--- src/rtl/layer_frame_relay.sv ---
// Single-frame relay: capture LEN words from upstream (optional ReLU on write), then replay them in order downstream.
// Latency: word 0 is presented the cycle after the last upstream accept; outputs are decoded from registered state only, so neither valid nor ready depends combinationally on the other side.
module layer_frame_relay #(
  parameter int WIDTH  = 16,
  parameter int LEN    = 32,
  parameter int LOGLEN = 6,
  parameter int RELU   = 1
) (
  input  logic                    clk,
  input  logic                    reset,
  input  logic signed [WIDTH-1:0] s_data_in_y,
  input  logic                    s_valid_y,
  output logic                    s_ready_y,
  output logic signed [WIDTH-1:0] m_data_out_x,
  output logic                    m_valid_x,
  input  logic                    m_ready_x,
  output logic                    frame_done
);

  localparam int AW = (LEN > 1) ? $clog2(LEN) : 1;
  localparam logic [LOGLEN-1:0] LAST = LOGLEN'(LEN - 1);

  typedef enum logic {FILL, DRAIN} state_t;

  state_t            state, state_nxt;
  logic [LOGLEN-1:0] wp, wp_nxt;
  logic [LOGLEN-1:0] rp, rp_nxt;
  logic              done_nxt;
  logic              wr_en;
  logic signed [WIDTH-1:0] wr_dat;
  logic signed [WIDTH-1:0] mem [LEN];

  // Clamp happens once at write so the replay path is a plain register read.
  assign wr_dat = ((RELU != 0) && s_data_in_y[WIDTH-1]) ? '0 : s_data_in_y;

  always_comb begin
    state_nxt = state;
    wp_nxt    = wp;
    rp_nxt    = rp;
    done_nxt  = 1'b0;
    wr_en     = 1'b0;
    s_ready_y = (state == FILL);
    m_valid_x = (state == DRAIN);
    case (state)
      FILL: begin
        if (s_valid_y) begin
          wr_en = 1'b1;
          if (wp == LAST) begin
            wp_nxt    = '0;
            rp_nxt    = '0;
            state_nxt = DRAIN;
          end else begin
            wp_nxt = wp + 1'b1;
          end
        end
      end
      DRAIN: begin
        if (m_ready_x) begin
          if (rp == LAST) begin
            rp_nxt    = '0;
            done_nxt  = 1'b1;
            state_nxt = FILL;
          end else begin
            rp_nxt = rp + 1'b1;
          end
        end
      end
      default: state_nxt = FILL;
    endcase
  end

  always_ff @(posedge clk or negedge reset) begin
    if (!reset) begin
      state      <= FILL;
      wp         <= '0;
      rp         <= '0;
      frame_done <= 1'b0;
    end else begin
      state      <= state_nxt;
      wp         <= wp_nxt;
      rp         <= rp_nxt;
      frame_done <= done_nxt;
    end
  end

  // Buffer contents are don't-care after reset; the output mux hides them.
  always_ff @(posedge clk) begin
    if (wr_en) mem[wp[AW-1:0]] <= wr_dat;
  end

  assign m_data_out_x = (state == DRAIN) ? mem[rp[AW-1:0]] : '0;

endmodule

--- config.mk ---
export PLATFORM = sky130hd
export DESIGN_NAME = layer_frame_relay
export DESIGN_NICKNAME = d
export VERILOG_FILES = /design/src/rtl/layer_frame_relay.sv
export SDC_FILE = /design/constraint.sdc
export NUM_CORES = 1
export LEC_CHECK = 0
export ABC_CLOCK_PERIOD_IN_PS = 1950
export BUFFER_PORTS_ARGS = -buffer_cell sky130_fd_sc_hd__buf_4
export CAP_MARGIN = 0
export CORE_ASPECT_RATIO = 2
export CORE_UTILIZATION = 51
export DETAILED_ROUTE_END_ITERATION = 10
export PLACE_DENSITY = 0.7
export SYNTH_ARGS = -nofsm -noshare
export SYNTH_HDL_FRONTEND = slang
export SYNTH_SLANG_ARGS = --single-unit
--- constraint.sdc ---
create_clock -name clk -period 1.95 [get_ports clk]
set_input_delay 0.39 -clock clk [delete_from_list [all_inputs] [get_ports clk]]
set_output_delay 0.39 -clock clk [all_outputs]
set_load 0.05 [all_outputs]
==> impl_summary.md, run 1 <==
Route
The detailed router's first-iteration violation count is 725. Wires add up to 46,500 um. The number of nets still failing antenna checks after routing is 0.

The final route contains 9,873 vias. After detailed routing, the number of vias per cell comes to 6.221. The routed wire length per instance is 29.30 um. The number of design rule violations left after detail routing is 0. The first TritonRoute pass finished after 7 iterations.

Cells and area
The core utilization of the finished layout is 63.47%. Relative to the synthesized area, the layout overhead comes to 22.72%. In the layout the commonest cells are 480 x sky130_fd_sc_hd__edfxtp_1, 128 x sky130_fd_sc_hd__buf_4, 105 x sky130_fd_sc_hd__mux4_2.

The total area of sequential cells is 14,770 um^2. The multi-input combinational cell area is 4890 um^2. At the end of the flow, the number of nets in the layout was 1,122. The count of antenna diodes in the layout is 0. The total of fill cells in the finished design is 2,441. Leaving out fill and tap cells, the most frequent cell in the layout is sky130_fd_sc_hd__edfxtp_1. The share of post-route cells with drive strength above 1 is 43.00%.

STA
The worst clock skew is 0.009081 ns. The period utilization is 162.5%. For the pin with the worst max-slew slack, the measured transition is 0.6046 ns.

The achievable clock frequency is 315.6 MHz. Setup repair after global routing could not meet its margin everywhere. The final hold violation count was 0. Setup violations remaining at the end of the flow were counted as 15. Headroom to the max-slew limit came out at 59.65%.

Hold timing on the final database bottoms out at a slack of 0.1506 ns. The final max-slew violation count is 0. The worst path setup slack after routing is -1.219 ns. The smallest clock period supported by the final layout is computed as 3.169 ns. The setup total negative slack is -17.66 ns.

Critical path
The critical path launch point is rp[0]$_DFFE_PN0P_. The critical path's top delay family is buffers and inverters. The worst-path maximum fanout is 7. The element type at the critical path end is an output pin.

The required time of the worst setup path is 1.56 ns. The flop-to-flop setup slack is 0.06 ns. The destination of the worst register-to-register timing path is rp[5]$_DFFE_PN0P_. The largest individual stage delay along the critical path comes from the cell sky130_fd_sc_hd__dfrtp_4.

The path depth of the worst reg2reg path is 5. The critical path contains buffers and inverters numbering 5 combined. The kind of launch point of the worst setup path is a flip-flop. The data arrival time of the critical path is 2.78 ns. The worst setup path is of the flip-flop to output pin kind. The signal on the critical path passes through buf_12, buf_16, buf_4, mux4_2, mux2_4, o221ai_2, buf_4, a31oi_4, buf_6. The launching point of the worst reg2reg path is m_valid_x$_DFF_PN0_. The delay of the slowest critical-path stage is 0.53 ns. Counting stages on the worst path, the most repeated cell is sky130_fd_sc_hd__buf_4.

GRT
The initial antenna violation count is 0. The largest net degree at the start of global routing is 33. The sum of overflow across all layers after global routing is 0. The first global-routing pass estimated 68,370 um of wire. The number of global-route vias before repair is 10,493.

For this run, the total global-route usage over all layers was measured as 25.09%.

Yosys
The top cell type's share of synthesized area is 74.75%. The number of nets in the synthesized netlist is 940. The proportion of synthesized flip-flops having asynchronous set or reset is 2.834%. The sequential fraction of the synthesis area is 76.57%. The synthesized design contains 494 register bits.

After synthesis, the mean cell area works out to 21.07 um^2. The synthesized instance count is 915. Of all cell types, the one taking the most synthesized area is sky130_fd_sc_hd__edfxtp_1. The number of enable-type register cells in the synthesized netlist is 480.

In the post-synthesis netlist, the biggest area contributors are sky130_fd_sc_hd__edfxtp_1 75%, sky130_fd_sc_hd__mux4_2 12%, sky130_fd_sc_hd__dfrtp_1 1.8%, sky130_fd_sc_hd__mux2_2 1.8%, sky130_fd_sc_hd__mux2i_1 1.6%. For this run, the number of Yosys warnings is 0. The netlist area before placement is 19,280 um^2. The commonest register cell after synthesis is sky130_fd_sc_hd__edfxtp_1. Synthesis instantiated 44 different standard cells from the library.

Floorplan
The number of I/O pins is 39. The floorplan has 100 rows. The effective utilization at floorplan is 51.71%. The core area is 37,290 um^2.

The vertical extent of the die is 277.0 um. In this run the horizontal extent of the chip is 139.5 um. The full die area is 38,640 um^2.

Power and ir drop
Summed over all nets, the switching power comes to 6.116 mW. Of the total power, the share spent switching nets is 24.78%. The power share of the combinational group is 17.4%. Cell internal power was estimated by the tool at 18.56 mW.

The worst-case vdd ir drop is 0.9470 mV. For this design the static power due to leakage is 7.562 nW. In this run the power density over the cells is 1043 nW/um^2. The sequential fraction of design power is 50.7%. The proportion of power drawn by the clock network is 31.9%.

Clocking
The clock passes through at most 3 buffers. The insertion delay of the later-clocked pin in the worst-skew pair is 0.55 ns. TritonCTS built the clock tree.

The clock net in this run drives a total of 494 sinks. The H-tree was split into 2 levels. The number of CTS-inserted buffers is 39. The cell at the root of the clock tree is sky130_fd_sc_hd__clkbuf_16. Clock-pin slew was measured on the worst setup and hold paths at 0.07 ns.

Status
The flow ran to the end, but the final reports show violations. The final reports fail on negative setup slack.

Worst hold path
The min-delay analysis places its worst path in the category primary input to flip-flop. The destination of the worst hold path is frame_done$_DFF_PN0_. The worst hold path depth is 3. The startpoint identified for the worst hold timing path is m_ready_x.

Placed design
The routability-driven placement congestion ratio is 0.8197. The half-perimeter wire length after placement is 29,840 um. Buffers placed on the I/O ports in this run total 37.

Flow run
The max capacitance violation total is 0.
[synthesized netlist by cell type, types with 3 or more instances]
library cell                  n
sky130_fd_sc_hd__ha_1         5
sky130_fd_sc_hd__inv_1        4
sky130_fd_sc_hd__nand2_1     19
sky130_fd_sc_hd__o221ai_1    15
sky130_fd_sc_hd__buf_4        8
sky130_fd_sc_hd__buf_2        8
sky130_fd_sc_hd__mux2_2      30
sky130_fd_sc_hd__a31oi_1     15
sky130_fd_sc_hd__dfrtp_1     14
sky130_fd_sc_hd__nand3_1      3
sky130_fd_sc_hd__mux4_2     105
sky130_fd_sc_hd__buf_6        3
sky130_fd_sc_hd__edfxtp_1   480
sky130_fd_sc_hd__nor2_1      41
sky130_fd_sc_hd__nor2b_1     18
sky130_fd_sc_hd__o2111ai_1    3
sky130_fd_sc_hd__a221oi_1    12
sky130_fd_sc_hd__o21ai_0      8
sky130_fd_sc_hd__a21o_1       4
sky130_fd_sc_hd__mux2i_1     30
sky130_fd_sc_hd__nand3b_1     3
sky130_fd_sc_hd__o21ai_1     12
sky130_fd_sc_hd__a22oi_1     15
sky130_fd_sc_hd__clkbuf_1    31
[layer usage]
layer  GRT usage [%]  share of wire, %  wire, um
met4           10.31               3.8      1779
met1           28.75                35     16230
met5               0                 0         0
met2           47.11                56     26260
met3           2.801               4.8      2227
[worst reg2reg max path: cells and delay by family, from the launching register on]
family / cells / cell delay [ns]
AO/OA/AOI/OAI: 3 / 0.88
buffers and inverters: 1 / 0.19
flip-flops: 1 / 0.48
AND/OR/NAND/NOR: 1 / 0.23
[area by class of cell]
| class | instances | share of cell area (%) |
|---|---|---|
| multi-input combinational | 363 | 20.66 |
| sequential | 494 | 62.43 |
| timing repair buffer | 195 | 9.137 |
| inverter | 4 | 0.06345 |
| tap | 459 | 2.427 |
| clock inverter | 19 | 0.8460 |
| clock buffer | 53 | 4.436 |
[registers in the layout, indices dropped and copies added (netlist names)]
signal	count
wp	6
mem	480
m_valid_x	1
frame_done	1
rp	6
[power by group through the flow]
stage / logic [mW] / registers, mW / clock network, mW
after floorplan: 2.39 / 12.6 / 0
after global placement: 3.75 / 12.7 / 0
after detailed placement: 3.82 / 12.8 / 0
after CTS: 4.27 / 12.5 / 7.98
after global routing: 4.49 / 12.6 / 8.33
final: 4.28 / 12.5 / 7.88
[kinds of logic after synthesis]
logic type | Yosys count | share of synthesized area [%]
multiplexers | 165 | 15.57
XOR/XNOR | 3 | 0.1363
buffers and inverters | 58 | 1.570
other | 1 | 0.01945
AND/OR/NAND/NOR | 99 | 2.466
flip-flops | 494 | 76.57
adder cells (fa/ha/maj) | 5 | 0.3244
AO/OA/AOI/OAI | 90 | 3.342
[how the worst max path moves through the flow]
stage	to	slack, ns	cells past startpoint
finish	m_data_out_x[6]	-1.22	9
global route	m_data_out_x[14]	-1.26	9
CTS	m_data_out_x[11]	-1.22	8
detailed placement	m_data_out_x[3]	-0.78	7
global placement	m_data_out_x[3]	-0.76	7
floorplan	m_data_out_x[10]	-0.31	8
[what timing repair did]
action / 4_1_cts / 5_1_grt
endpoints found under the hold margin: 14 / 0
pin swaps: 9 / 7
setup endpoints to repair: 17 / 226
setup buffers: 13 / 0
hold buffers: 1 / 0
cloned: 4 / 1
resized for setup: 56 / 17
[stage by stage]
| stage | instances | worst slack [ns] | instance area [um^2] | power [mW] |
|---|---|---|---|---|
| 3_5_place_dp | 1499 | -0.7810 | 21830 | 16.58 |
| 5_1_grt | 1587 | -1.262 | 23660 | 25.39 |
| 3_3_place_gp | 1499 | -0.7610 | 21830 | 16.47 |
| 6_report | 1587 | -1.219 | 23660 | 24.68 |
| 2_1_floorplan | 915 | -0.3088 | 19730 | 15.03 |
| 4_1_cts | 1587 | -1.217 | 23600 | 24.77 |
Note: power is estimated with default switching activity, not from simulation.
==> run 2: changes to the inputs <==
Settings changed: CELL_PAD_IN_SITES_DETAIL_PLACEMENT from default to 2, CELL_PAD_IN_SITES_GLOBAL_PLACEMENT from default to 2, CORE_UTILIZATION 51 to 45, PLACE_DENSITY 0.7 to 0.77.
==> run 2 against run 1 <==
  * The run still ends with negative setup slack left
  * Critical path type unchanged
  * Count of clock-buffer cells in the layout unchanged
  * Core utilization down 5.7 points
  * Clock power up 11%
  * First-iteration DRC count up 29%
  * Sequential share of layout area down 1.6 points
==> impl_summary.md, run 2 (same netlist as run 1, synthesis figures left out) <==
Status
The flow ran to the end, but the final reports show violations. The checks that failed: negative setup slack.

Power and ir drop
The overall power after layout is 26.16 mW. Net switching is 27.31% of the power. In this run the power density over the cells is 1078 nW/um^2. The analysis attributes to cell leakage a power of 7.714 nW.

The proportion of power drawn by the clock network is 33.3%. Cell internal power was estimated by the tool at 19.02 mW. For this design the total switching power over the nets is 7.145 mW. Combinational logic is responsible for 18.4% of the overall power.

Of the total power, registers draw 48.3%. VDD sags by at most 0.9802 mV.

Cells and area
Cells with a size suffix above 1 make up 44.18% of the layout. The number of antenna diodes in the final layout is 0. Leaving out fill and tap cells, the most frequent cell in the layout is sky130_fd_sc_hd__edfxtp_1. The flip-flop count of the largest register, all copies and words added is 480.

The final non-filler cell total is 1,665. The final instance area is 24,280 um^2. Fill cells in the final layout number 3,252. The top cell types in the final layout, fill and taps aside, are 480 x sky130_fd_sc_hd__edfxtp_1, 105 x sky130_fd_sc_hd__mux4_2, 99 x sky130_fd_sc_hd__buf_4. The net count of the finished layout is 1,119. Relative to the synthesized area, the layout overhead comes to 25.92%. The multi-input combinational cells in the finished layout cover a total of 5049 um^2. The total area of sequential cells is 14,770 um^2.

Worst hold path
The worst hold path passes through 3 cells. The path class of the tightest hold or removal check is primary input to flip-flop. The origin of the worst min-delay path is m_ready_x. The worst hold path terminates at frame_done$_DFF_PN0_.

Critical path
The path depth of the worst reg2reg path is 5. At the worst endpoint, the arrival time is 2.90 ns. The destination of the worst register-to-register timing path is mem[12][10]$_DFFE_PP_.

In this run the critical register-to-register path is launched from m_valid_x$_DFF_PN0_. The required time of the worst setup path is 1.56 ns. The element type at the critical path end is an output pin. By startpoint and endpoint, the worst setup path is classified as flip-flop to output pin.

The critical path launch point is rp[0]$_DFFE_PN0P_. Of all nets on the critical path, the largest fanout is 7. The flop-to-flop setup slack is 0.05 ns. The kind of launch point of the worst setup path is a flip-flop.

GRT
The first global-routing pass estimated 93,500 um of wire. The number of global-route vias before repair is 11,740. The largest net degree at the start of global routing is 33.

The initial antenna violation count is 0. Across every metal layer, demand over resource in global routing totals 31.86%. The sum of overflow across all layers after global routing is 0.

STA
The max-slew headroom at the worst pin is 6.023%. The final hold violation count is 0. The worst clock skew is 0.01657 ns.

The final max-slew violation count was 0. The achievable clock frequency is 304.0 MHz. Setup repair after global routing could not meet its margin everywhere. The time the final worst path needs with I/O delays and setup is 3.290 ns. The transition at the pin with the smallest max-transition slack is 1.403 ns. The period utilization is 168.7%. The final setup violation count is 15. The worst path setup slack after routing is -1.340 ns.

Floorplan
The die covers 43,730 um^2. Once the floorplan was initialized, standard cells occupied 45.86% of the core. The floorplan step defined a core boundary enclosing 42,040 um^2. The floorplan step set the die width to 148.4 um. The floorplan has 106 rows. The die is 294.7 um tall. The number of I/O pins is 39.

Clocking
Clock-pin slew was measured on the worst setup and hold paths at 0.07 ns. The insertion delay of the later-clocked pin in the worst-skew pair is 0.56 ns. In this run the number of H-tree levels came out at 2. The TritonCTS clock tree is yes. CTS saw 494 sinks.

The number of clock buffers added by TritonCTS is 43. The cell at the root of the clock tree is sky130_fd_sc_hd__clkbuf_16. The clock passes through at most 3 buffers.

Placed design
OpenSTA, run right after detailed placement, puts the worst setup slack at -0.8791 ns. The placed instances occupy a cell area of 22,120 um^2. The routability-driven placement congestion ratio is 0.7501.

The HPWL after detailed placement is 37,520 um. The number of placed instances, taps included, is 1,573. The number of buffers inserted by port buffering is 37.

Route
In the routed design, unresolved DRC markers number 0. Once detail routing completed, the nets flagged for antenna violations numbered 0. After the first detailed-routing iteration, the DRC count stood at 935. After detailed routing, the average wire length per cell comes to 40.69 um. The routed via count divided by cell count is 6.514. The number of search-and-repair iterations in the first detailed-routing pass is 5.

The total detailed-routing wirelength is 67,750 um. The number of vias after detailed routing is 10,846.

Flow run
Across the run, the number of max-cap violations was 0.
[run 2: cell types whose count changed in the layout (fill, tap and decap cells not counted), sizes merged]
cell,before,now
bufbuf,0,1
clkinvlp,0,2
bufinv,4,3
inv,5,3
clkbuf,54,55
buf,193,184
clkinv,14,19
[run 2: repair_timing]
action                                 CTS  global route
resized for setup                       72            41
gates cloned                             4             2
hold buffers                             1             0
setup endpoints to repair               57            57
endpoints found under the hold margin   14             0
buffers inserted                         4            10
pin swaps                               10            12
[run 2: worst max path at each step]
stage	to	slack [ns]	cells after the start
6_report	m_data_out_x[3]	-1.34	9
3_5_place_dp	m_data_out_x[6]	-0.88	7
4_1_cts	m_data_out_x[8]	-1.28	8
2_1_floorplan	m_data_out_x[10]	-0.31	8
5_1_grt	m_data_out_x[3]	-1.36	9
3_3_place_gp	m_data_out_x[0]	-0.87	7
[run 2: per-layer routing]
metal / vias to the layer above / wire (um) / share of wire (%) / GRT usage, %
li1: 4163 / - / - / -
met4: 0 / 3462 / 5.1 / 15.31
met2: 604 / 36840 / 54 / 57.71
met3: 170 / 3851 / 5.7 / 3.622
met1: 5909 / 23600 / 35 / 37.26
met5: - / 0 / 0 / 0
[run 2: final cells by class]
cell class | count | share of cell area [%]
Clock buffer | 53 | 4.761
Clock inverter | 23 | 0.7627
Inverter | 4 | 0.07730
Multi-Input combinational cell | 363 | 20.79
Tap cell | 540 | 2.783
Sequential cell | 494 | 60.85
Timing Repair Buffer | 188 | 9.976
[run 2: power by group through the flow]
stage | Clock, mW | Sequential, mW | Combinational, mW
after CTS | 8.74 | 12.6 | 4.57
final | 8.72 | 12.6 | 4.81
after floorplan | 0 | 12.6 | 2.39
after global placement | 0 | 12.7 | 3.82
after detailed placement | 0 | 12.8 | 4.03
after global routing | 9.02 | 12.7 | 4.96
[run 2: critical path, cell delays in order, from the launching register on]
cell	delay, ns
sky130_fd_sc_hd__dfrtp_4	0.55
sky130_fd_sc_hd__buf_4	0.18
sky130_fd_sc_hd__clkbuf_16	0.16
sky130_fd_sc_hd__buf_4	0.14
sky130_fd_sc_hd__mux4_2	0.43
sky130_fd_sc_hd__mux2_2	0.29
sky130_fd_sc_hd__o221ai_2	0.17
sky130_fd_sc_hd__buf_4	0.17
sky130_fd_sc_hd__a31oi_4	0.05
sky130_fd_sc_hd__buf_6	0.20
[run 2: through the flow]
step / util, % / hold WS [ns] / setup TNS [ns]
after floorplan: - / 0.09441 / -49.62
after global placement: 52.61 / 0.2604 / -9.937
after detailed placement: 52.61 / 0.2697 / -10.84
after CTS: 57.03 / 0.1416 / -18.35
after global routing: 57.75 / 0.1816 / -19.05
final: 57.75 / 0.1608 / -18.66
